==> src/rtl/si_tag_converter_axis.sv <==
// AXI-Stream tag decoder: raw 32-bit tags plus wrap count in, absolute event time
// (1/3 ps), channel index and edge polarity out, with drop/filter statistics.
module si_tag_converter_axis #(
    parameter int CHANNEL_COUNT = 20,
    parameter int CHANNEL_WIDTH = 5,
    parameter int WRAP_WIDTH    = 32,
    parameter int TICK_LSB      = 4000,
    parameter int TIME_WIDTH    = 64
) (
    input  logic                       clk,
    input  logic                       rst,
    input  logic                       s_axis_tvalid,
    output logic                       s_axis_tready,
    input  logic [31:0]                s_axis_tdata,
    input  logic [WRAP_WIDTH-1:0]      wrap_count,
    input  logic [2*CHANNEL_COUNT-1:0] input_enable,
    output logic                       m_axis_tvalid,
    input  logic                       m_axis_tready,
    output logic [TIME_WIDTH-1:0]      m_axis_ttime,
    output logic [CHANNEL_WIDTH-1:0]   m_axis_tchannel,
    output logic                       m_axis_trising,
    output logic [31:0]                invalid_count,
    output logic [31:0]                filtered_count
);

    localparam int RAW_COUNT = 2 * CHANNEL_COUNT;
    localparam int PROD_W    = WRAP_WIDTH + 12 + 13;
    localparam int EXT_W     = (PROD_W > TIME_WIDTH) ? PROD_W : TIME_WIDTH;

    // Full-width unsigned product, then zero-extended or truncated to the output width.
    function automatic logic [TIME_WIDTH-1:0] scale_ticks(
        input logic [WRAP_WIDTH-1:0] wrap,
        input logic [11:0]           cnt
    );
        logic [PROD_W-1:0] full;
        logic [EXT_W-1:0]  ext;
        full = PROD_W'({wrap, cnt}) * PROD_W'(TICK_LSB);
        ext  = EXT_W'(full);
        return ext[TIME_WIDTH-1:0];
    endfunction

    function automatic logic [TIME_WIDTH-1:0] add_subtime(
        input logic [TIME_WIDTH-1:0] prod,
        input logic [11:0]           sub
    );
        return prod + TIME_WIDTH'(sub);
    endfunction

    // Returns {rising, channel}.
    function automatic logic [CHANNEL_WIDTH:0] decode_channel(input logic [5:0] raw);
        if ({1'b0, raw} < 7'(CHANNEL_COUNT)) begin
            return {1'b1, CHANNEL_WIDTH'(raw)};
        end
        return {1'b0, CHANNEL_WIDTH'(raw - 6'(CHANNEL_COUNT))};
    endfunction

    logic [1:0]  tag_type;
    logic [5:0]  tag_raw;
    logic [11:0] tag_sub;
    logic [11:0] tag_cnt;
    logic        tag_legal;
    logic        tag_en;
    logic        accept;
    logic        adv;

    assign tag_type = s_axis_tdata[31:30];
    assign tag_raw  = s_axis_tdata[29:24];
    assign tag_sub  = s_axis_tdata[23:12];
    assign tag_cnt  = s_axis_tdata[11:0];

    assign adv           = !m_axis_tvalid || m_axis_tready;
    assign s_axis_tready = adv && !rst;
    assign accept        = s_axis_tvalid && s_axis_tready;
    assign tag_legal     = (tag_type == 2'b01) && ({1'b0, tag_raw} < 7'(RAW_COUNT));

    always_comb begin
        tag_en = 1'b0;
        for (int i = 0; i < RAW_COUNT; i++) begin
            if (tag_raw == 6'(i)) begin
                tag_en = input_enable[i];
            end
        end
    end

    logic                     vld_p1_q, vld_p2_q, vld_p3_q, vld_p4_q, vld_p5_q;
    logic                     vld_p1_d;
    logic [TIME_WIDTH-1:0]    prod_p1_d;
    logic [TIME_WIDTH-1:0]    prod_p1_q, prod_p2_q, prod_p3_q, prod_p4_q;
    logic [11:0]              sub_p1_q, sub_p2_q, sub_p3_q, sub_p4_q;
    logic [5:0]               raw_p1_q, raw_p2_q, raw_p3_q, raw_p4_q;
    logic [TIME_WIDTH-1:0]    time_p5_d, time_p5_q;
    logic [CHANNEL_WIDTH-1:0] chan_p5_d, chan_p5_q;
    logic                     rise_p5_d, rise_p5_q;
    logic [31:0]              invalid_d, invalid_q;
    logic [31:0]              filtered_d, filtered_q;

    // Stage 1: classify and start the time multiply
    always_comb begin
        vld_p1_d   = accept && tag_legal && tag_en;
        prod_p1_d  = scale_ticks(wrap_count, tag_cnt);
        invalid_d  = invalid_q + 32'(accept && !tag_legal);
        filtered_d = filtered_q + 32'(accept && tag_legal && !tag_en);
    end

    always_ff @(posedge clk) begin
        if (rst) begin
            vld_p1_q   <= 1'b0;
            vld_p2_q   <= 1'b0;
            vld_p3_q   <= 1'b0;
            vld_p4_q   <= 1'b0;
            vld_p5_q   <= 1'b0;
            invalid_q  <= '0;
            filtered_q <= '0;
        end else begin
            invalid_q  <= invalid_d;
            filtered_q <= filtered_d;
            if (adv) begin
                vld_p1_q <= vld_p1_d;
                vld_p2_q <= vld_p1_q;
                vld_p3_q <= vld_p2_q;
                vld_p4_q <= vld_p3_q;
                vld_p5_q <= vld_p4_q;
            end
        end
    end

    // Stages 1-4: data carried alongside the valids; retiming room for the multiplier
    always_ff @(posedge clk) begin
        if (adv) begin
            prod_p1_q <= prod_p1_d;
            sub_p1_q  <= tag_sub;
            raw_p1_q  <= tag_raw;
            prod_p2_q <= prod_p1_q;
            sub_p2_q  <= sub_p1_q;
            raw_p2_q  <= raw_p1_q;
            prod_p3_q <= prod_p2_q;
            sub_p3_q  <= sub_p2_q;
            raw_p3_q  <= raw_p2_q;
            prod_p4_q <= prod_p3_q;
            sub_p4_q  <= sub_p3_q;
            raw_p4_q  <= raw_p3_q;
        end
    end

    // Stage 5: final time sum and edge decode, registered straight onto the outputs
    always_comb begin
        time_p5_d              = add_subtime(prod_p4_q, sub_p4_q);
        {rise_p5_d, chan_p5_d} = decode_channel(raw_p4_q);
    end

    always_ff @(posedge clk) begin
        if (rst) begin
            time_p5_q <= '0;
            chan_p5_q <= '0;
            rise_p5_q <= 1'b0;
        end else if (adv) begin
            time_p5_q <= time_p5_d;
            chan_p5_q <= chan_p5_d;
            rise_p5_q <= rise_p5_d;
        end
    end

    assign m_axis_tvalid   = vld_p5_q;
    assign m_axis_ttime    = time_p5_q;
    assign m_axis_tchannel = chan_p5_q;
    assign m_axis_trising  = rise_p5_q;
    assign invalid_count   = invalid_q;
    assign filtered_count  = filtered_q;

endmodule

==> config.mk <==
export PLATFORM = sky130hd
export DESIGN_NAME = si_tag_converter_axis
export DESIGN_NICKNAME = d
export VERILOG_FILES = /design/src/rtl/si_tag_converter_axis.sv
export SDC_FILE = /design/constraint.sdc
export NUM_CORES = 1
export LEC_CHECK = 0
export ABC_AREA = 1
export BUFFER_PORTS_ARGS = -buffer_cell sky130_fd_sc_hd__buf_4
export CORE_MARGIN = 4
export CORE_UTILIZATION = 55
export DETAILED_ROUTE_END_ITERATION = 6
export HOLD_SLACK_MARGIN = 0.08
export PLACE_DENSITY = 0.82
export SLEW_MARGIN = 20
export SYNTH_ARGS = -nofsm -noshare
export SYNTH_HDL_FRONTEND = slang
export SYNTH_SLANG_ARGS = --single-unit
==> constraint.sdc <==
create_clock -name clk -period 30.8 [get_ports clk]
set_input_delay 3.08 -clock clk [delete_from_list [all_inputs] [get_ports clk]]
set_output_delay 3.08 -clock clk [all_outputs]
set_load 0.02 [all_outputs]
==> results of run 1 <==
## cell families (layout without fill, tap and decap cells)
| group | after synthesis | after routing | synth area share |
|---|---|---|---|
| adders and majority gates | 289 | 289 | 0.220 |
| AOI/OAI and AO/OA | 301 | 301 | 0.0815 |
| buffers and inverters | 270 | 546 | 0.0476 |
| other | 1 | 7 | 0.000170 |
| DFF | 408 | 408 | 0.494 |
| and+or+nand+nor | 563 | 563 | 0.125 |
| xor gates and xnor gates | 80 | 80 | 0.0317 |
## placed cells by master (no fill, tap or decap), drive strengths merged, types with 3 or more instances in the layout
| cell type | synthesis | layout |
|---|---|---|
| dfxtp | 132 | 132 |
| conb | 1 | 7 |
| nor3 | 40 | 40 |
| clkbuf | 25 | 55 |
| or2 | 3 | 3 |
| nor3b | 8 | 8 |
| nand3 | 54 | 54 |
| o221ai | 14 | 14 |
| edfxtp | 276 | 276 |
| nand4 | 35 | 35 |
| o211ai | 4 | 4 |
| fa | 167 | 167 |
| inv | 229 | 230 |
| clkinv | 6 | 15 |
| nor4 | 17 | 17 |
| o21a | 9 | 9 |
| clkinvlp | 0 | 3 |
| o21bai | 29 | 29 |
| a21oi | 116 | 116 |
| and3 | 4 | 4 |
| nand2 | 235 | 235 |
| xor2 | 54 | 54 |
| a31o | 4 | 4 |
| a21o | 4 | 4 |
| a31oi | 5 | 5 |
| o21ai | 102 | 102 |
| buf | 9 | 241 |
| xnor2 | 26 | 26 |
| o31ai | 3 | 3 |
| ha | 122 | 122 |
| nor2 | 162 | 162 |
## flip-flops by register name (all words and copies together), names as in the netlist, 6 cells and up
name,count
filtered_count,32
invalid_count,32
m_axis_ttime,57
prod_p1_q,51
prod_p2_q,51
prod_p3_q,51
prod_p4_q,51
raw_p1_q,6
raw_p2_q,6
raw_p3_q,6
raw_p4_q,6
sub_p1_q,12
sub_p2_q,12
sub_p3_q,12
sub_p4_q,12
## per-layer routing
metal	share of wire	GRT usage
met1	0.44	0.275
met2	0.49	0.348
met3	0.051	0.0321
met4	0.023	0.0533
met5	0	0
## final cells by class
class | count | area, um^2
repair buffers | 241 | 1820
clock buffers | 55 | 1120
fillers | 2978 | 14000
flip-flops and latches | 408 | 10900
well taps | 525 | 657
multi-input cells | 1240 | 10200
clock inverters | 15 | 141
inverters | 235 | 896
## power by group through the flow
| stage | clock network [mW] | logic [mW] | registers (mW) |
|---|---|---|---|
| 3_5_place_dp | 0 | 0.919 | 0.907 |
| 5_1_grt | 0.500 | 1.05 | 0.915 |
| 4_1_cts | 0.476 | 0.926 | 0.896 |
| 3_3_place_gp | 0 | 0.893 | 0.899 |
| 2_1_floorplan | 0 | 0.668 | 0.908 |
| 6_report | 0.465 | 0.922 | 0.895 |
## final timing paths
path | from | endpoint | slack (ns) | cells past startpoint
setup / recovery | s_axis_tdata[29] | filtered_count[30] | 22.56 | 47
hold / removal | prod_p3_q[11] | prod_p4_q[11] | 0.41 | 0
setup reg to reg | m_axis_tvalid | invalid_count[30] | 26.10 | 30
hold reg to reg | prod_p3_q[11] | prod_p4_q[11] | 0.41 | 0
## worst register-to-register path, delay by kind of cell, from the launching register on
family | cells | cell delay, ns
buf+inv | 4 | 0.53
flops | 1 | 0.33
compound gates | 2 | 0.30
simple gates | 22 | 3.05
fa+ha+maj | 2 | 0.41
==> results by group, run 1 <==
Clocking
  – TritonCTS buffer count: 39
  – Clock Path Buffers: 3
  – Number of gates given a new drive strength after cts: 0
  – CTS tree: done
  – Number of buffers added for setup after CTS: 0
  – Deepest level of the CTS H-tree: 2
  – Clock-pin slew on the worst setup and hold paths: 0.06 ns
  – Number of buffers inserted by hold repair at cts: 0
  – Clock insertion delay at the later pin of the skew report: 0.53 ns
  – CTS Root Buffer Type: clkbuf_16
  – Number of sinks driven by the clock tree: 408

Yosys
  – Proportion of synthesized flip-flops having asynchronous set or reset: 0
  – Post-synth top area cell: edfxtp_1
  – Portion of synthesized cell area occupied by the leading cell type: 0.375
  – #FFs+latches synth: 408
  – Unique cell type count in the Yosys netlist: 64
  – Number of flops mapped to enable cells by yosys: 276
  – Cell area after synthesis: 0.0221 mm^2
  – Top post-synthesis cells by count: edfxtp_1, nand2_1, inv_1
  – Post-synth top flop: edfxtp_1
  – Cell types with the largest area share after synthesis: edfxtp_1, fa_1, dfxtp_1
  – Post-synthesis sequential area ratio: 0.494
  – Syn avg cell area: 11.6 um^2
  – Gate count after technology mapping: 1,912
  – Leading cell type by number of instances after synthesis: edfxtp_1
  – Yosys synthesis warning count: 0

Pwr
  – Clock group share of total power: 0.204
  – P per Cell Area: 88.7 mW/mm^2
  – Power consumption: 2.28 mW
  – Net switching share of the total power: 0.355
  – Peak supply drop: 0.0495 mV
  – Sequential Power Share: 0.392
  – Leakage dissipation: 11.0 nW
  – Internal power component: 1.47 mW
  – Switching power: 0.810 mW
  – Part of the power in combinational logic: 0.404

Drt
  – Antenna-violating nets left: 0
  – Number of design rule violations left after detail routing: 0
  – Starting DRC count in detailed routing: 1,072
  – Detailed Route WL: 43,800 um
  – Number of iterations in the first detailed-routing pass: 5
  – Mean number of vias per cell: 5.28
  – Average wire length per cell after detail routing: 16.1 um
  – Vias after detailed routing: 14,351

Cells and area
  – Post-route insts no fill: 2,719
  – Final cell area excluding filler cells: 0.0257 mm^2
  – Antenna cell count: 0
  – Fraction of the core area covered by cells at the end of the flow: 0.648
  – Final #Nets: 2,562
  – Proportion of layout cells with a drive suffix above 1: 0.187
  – Area Growth Syn to Fin: 16.3%

Job
  – Max-cap violations: 0

STA
  – Minimum hold slack: 0.412 ns
  – Final Worst Setup Slack: 22.56 ns
  – Highest clock rate: 121 MHz
  – Transition time at the pin with the least slew margin: 1.13 ns
  – Clock tree skew after final layout: 0.0158 ns
  – Number of hold-slack violations in the final timing report: 0
  – Number of pins with negative max-slew slack in the final report: 0
  – Final critical delay including setup and external delays: 8.24 ns
  – Max-slew headroom: 0.245
  – Setup violations, final: 0
  – Sum of negative setup slack: 0 ns
  – RSZ-0062 raised after global routing: false
  – Part of the cycle the worst path needs: 0.268

Global route
  – Via count of the first global-routing pass: 14,930
  – Pin count of the biggest net entering global routing: 223
  – Global-route wire length before repair: 73,700 um
  – Overflow after GRT: 0
  – All-Layer GR Usage: 0.204
  – Initial antenna violation count: 0

Worst setup path
  – Path type of the worst setup path: input port to register
  – Critical Path Most Common Cell: nand2_1
  – Critical Path Source Type: input port
  – Top delay family on crit path: simple AND/OR/NAND/NOR gates
  – Arrival time reported for the critical path endpoint: 8.71 ns
  – Biggest cell delay along the critical path: 0.51 ns
  – Critical-path top delay cell: nor2_1
  – Combined buffer and inverter count along the critical path: 2
  – Largest driver fanout on the critical path: 10
  – Crit path required time: 31.27 ns
  – Nature of the critical path endpoint: register

Placed design
  – Cell count after placement: 2,649
  – Final weighted congestion in routability-driven placement: 0.880
  – PortBufs: 236
  – Post-DP HPWL: 33,600 um
  – Placement-stage worst setup slack: 22.09 ns
  – Placed inst area: 0.0245 mm^2

Die
  – Total Die Area: 0.0435 mm^2
  – Core box area: 0.0397 mm^2
  – Die extent in x: 209 um
  – Number of primary I/O pins: 244
  – Starting density of the core: 0.557
  – Vert. Die Dim: 209 um
  – Floorplan row count: 73

Outcome
  – Status: finished, final reports clean

Min path
  – Hold/Removal Path Class: register to register
(Power assumes the default switching activity.)
==> run 2: changes to the inputs <==
clock period = 8.5 ns   (was 30.8 ns; I/O delays follow)
==> run 2 against run 1 <==
Effect of this change:
- core utilization barely moved
- cell count increased by 0.11%
- register-to-register slack got worse by 22 ns
- setup slack got worse by 20 ns
- power rose to 3.6 times the previous value
- via count increased by 0.11%
- die area unchanged
- design area about the same
- critical path type unchanged
==> results by group, run 2 (same netlist as run 1, synthesis figures left out) <==
STA
  – RSZ-0062 raised after global routing: false (unchanged)
  – Clock tree skew after final layout: 0.0147 ns (was 0.0158 ns)
  – Number of pins with negative max-slew slack in the final report: 0 (unchanged)
  – Transition time at the pin with the least slew margin: 1.08 ns (was 1.13 ns)
  – Highest clock rate: 164 MHz
  – Sum of negative setup slack: 0 ns (unchanged)
  – Max-slew headroom: 0.279 (was 0.245)
  – Number of hold-slack violations in the final timing report: 0 (unchanged)
  – Part of the cycle the worst path needs: 0.719
  – Final critical delay including setup and external delays: 6.11 ns
  – Setup violations, final: 0 (unchanged)

Drt
  – Antenna-violating nets left: 0 (unchanged)
  – Mean number of vias per cell: 5.28 (about the same)
  – Vias after detailed routing: 14,367 (was 14,351)
  – Number of design rule violations left after detail routing: 0 (unchanged)
  – Starting DRC count in detailed routing: 1,014 (was 1,072)
  – Detailed Route WL: 43,400 um (was 43,800 um)
  – Number of iterations in the first detailed-routing pass: 5 (unchanged)
  – Average wire length per cell after detail routing: 16.0 um (was 16.1 um)

Cells and area
  – Flip-flop count of the largest register after layout: 57 (unchanged)
  – Most common cell after layout, fill and taps aside: edfxtp_1 (unchanged)
  – Proportion of layout cells with a drive suffix above 1: 0.188 (was 0.187)
  – Fraction of the core area covered by cells at the end of the flow: 0.648 (about the same)
  – Area Growth Syn to Fin: 16.3% (about the same)
  – Commonest cells after routing, fill and taps aside: edfxtp_1, buf_4, nand2_1 (unchanged)
  – Final #Nets: 2,563 (was 2,562)
  – Antenna cell count: 0 (unchanged)

Global route
  – Via count of the first global-routing pass: 14,801 (was 14,930)
  – Initial antenna violation count: 0 (unchanged)
  – Overflow after GRT: 0 (unchanged)
  – Global-route wire length before repair: 72,800 um (was 73,700 um)
  – All-Layer GR Usage: 0.201 (was 0.204)
  – Pin count of the biggest net entering global routing: 164 (was 223)

Worst setup path
  – Critical Path Most Common Cell: nand2_1 (unchanged)
  – Crit path required time: 8.89 ns (was 31.27 ns)
  – Slack of the worst reg-to-reg path: 3.87 ns (was 26.10 ns)
  – Largest driver fanout on the critical path: 10 (unchanged)
  – Critical-path top delay cell: nor2_1 (unchanged)
  – Arrival time reported for the critical path endpoint: 6.50 ns (was 8.71 ns)
  – Nature of the critical path endpoint: register (unchanged)
  – Critical Path Source Type: input port (unchanged)
  – Path type of the worst setup path: input port to register (unchanged)
  – Biggest cell delay along the critical path: 0.53 ns (was 0.51 ns)

Placed design
  – Post-DP HPWL: 33,200 um (was 33,600 um)
  – PortBufs: 236 (unchanged)
  – Final weighted congestion in routability-driven placement: 0.855 (was 0.880)

Die
  – Starting density of the core: 0.557 (unchanged)
  – Core box area: 0.0397 mm^2 (unchanged)
  – Vert. Die Dim: 209 um (unchanged)
  – Number of primary I/O pins: 244 (unchanged)
  – Total Die Area: 0.0435 mm^2 (unchanged)
  – Die extent in x: 209 um (unchanged)
  – Floorplan row count: 73 (unchanged)

Clocking
  – CTS Root Buffer Type: clkbuf_16 (unchanged)
  – Deepest level of the CTS H-tree: 2 (unchanged)
  – Number of sinks driven by the clock tree: 408 (unchanged)
  – Clock-pin slew on the worst setup and hold paths: 0.06 ns (about the same)
  – Number of gates given a new drive strength after cts: 0 (unchanged)
  – Number of buffers added for setup after CTS: 0 (unchanged)
  – CTS tree: done (unchanged)
  – Number of buffers inserted by hold repair at cts: 0 (unchanged)
  – TritonCTS buffer count: 40 (was 39)
  – Clock Path Buffers: 3 (unchanged)
  – Clock insertion delay at the later pin of the skew report: 0.53 ns (about the same)

Pwr
  – Leakage dissipation: 11.0 nW (about the same)
  – Peak supply drop: 0.169 mV (was 0.0495 mV)
  – P per Cell Area: 320 mW/mm^2 (was 88.7 mW/mm^2)

Outcome
  – Status: finished, final reports clean (unchanged)

Job
  – Max-cap violations: 0 (unchanged)

Min path
  – Hold/Removal Path Class: register to register (unchanged)
[run 2: critical path: cells and delay by family]
kind | cells | cell delay (ns)
fa+ha+maj | 1 | 0.18
buf+inv | 5 | 0.39
simple gates | 41 | 5.06
[run 2: area by class of cell]
cell class | count | area (um^2)
fillers | 2956 | 14000
well taps | 525 | 657
repair buffers | 241 | 1810
clock buffers | 57 | 1140
inverters | 235 | 896
multi-input cells | 1240 | 10200
flip-flops and latches | 408 | 10900
clock inverters | 16 | 134
[run 2: worst paths after layout]
kind	start	cells after the start	endpoint
min reg2reg	prod_p3_q[13]	0	prod_p4_q[13]
min	prod_p3_q[13]	0	prod_p4_q[13]
max	s_axis_tdata[29]	47	filtered_count[31]
max reg2reg	m_axis_tvalid	32	filtered_count[31]
[run 2: metrics by stage]
stage          worst slack, ns  hold slack [ns]  instances  power, mW  instance area, um^2
3_5_place_dp              2.00            0.405       2649       6.59                24500
6_report                  2.39            0.404       2722       8.22                25700
2_1_floorplan             2.67            0.400       1918       5.71                22100
3_3_place_gp              2.16            0.401       2649       6.47                24500
5_1_grt                   1.62            0.422       2722       8.90                25700
4_1_cts                   2.46            0.402       2722       8.29                25700
[run 2: per-layer routing]
layer,routed length (um),vias up,part of all wire,track usage
met5,0,-,0,0
met1,18600,6856,0.43,0.270
met2,21200,394,0.49,0.340
met4,1340,0,0.031,0.0698
li1,-,7028,-,-
met3,2300,89,0.053,0.0288
[run 2: report_power, final]
group | internal (mW) | switching (mW)
clock | 0.969 | 0.705
combinational | 1.36 | 1.95
sequential | 2.98 | 0.256
total | 5.31 | 2.91
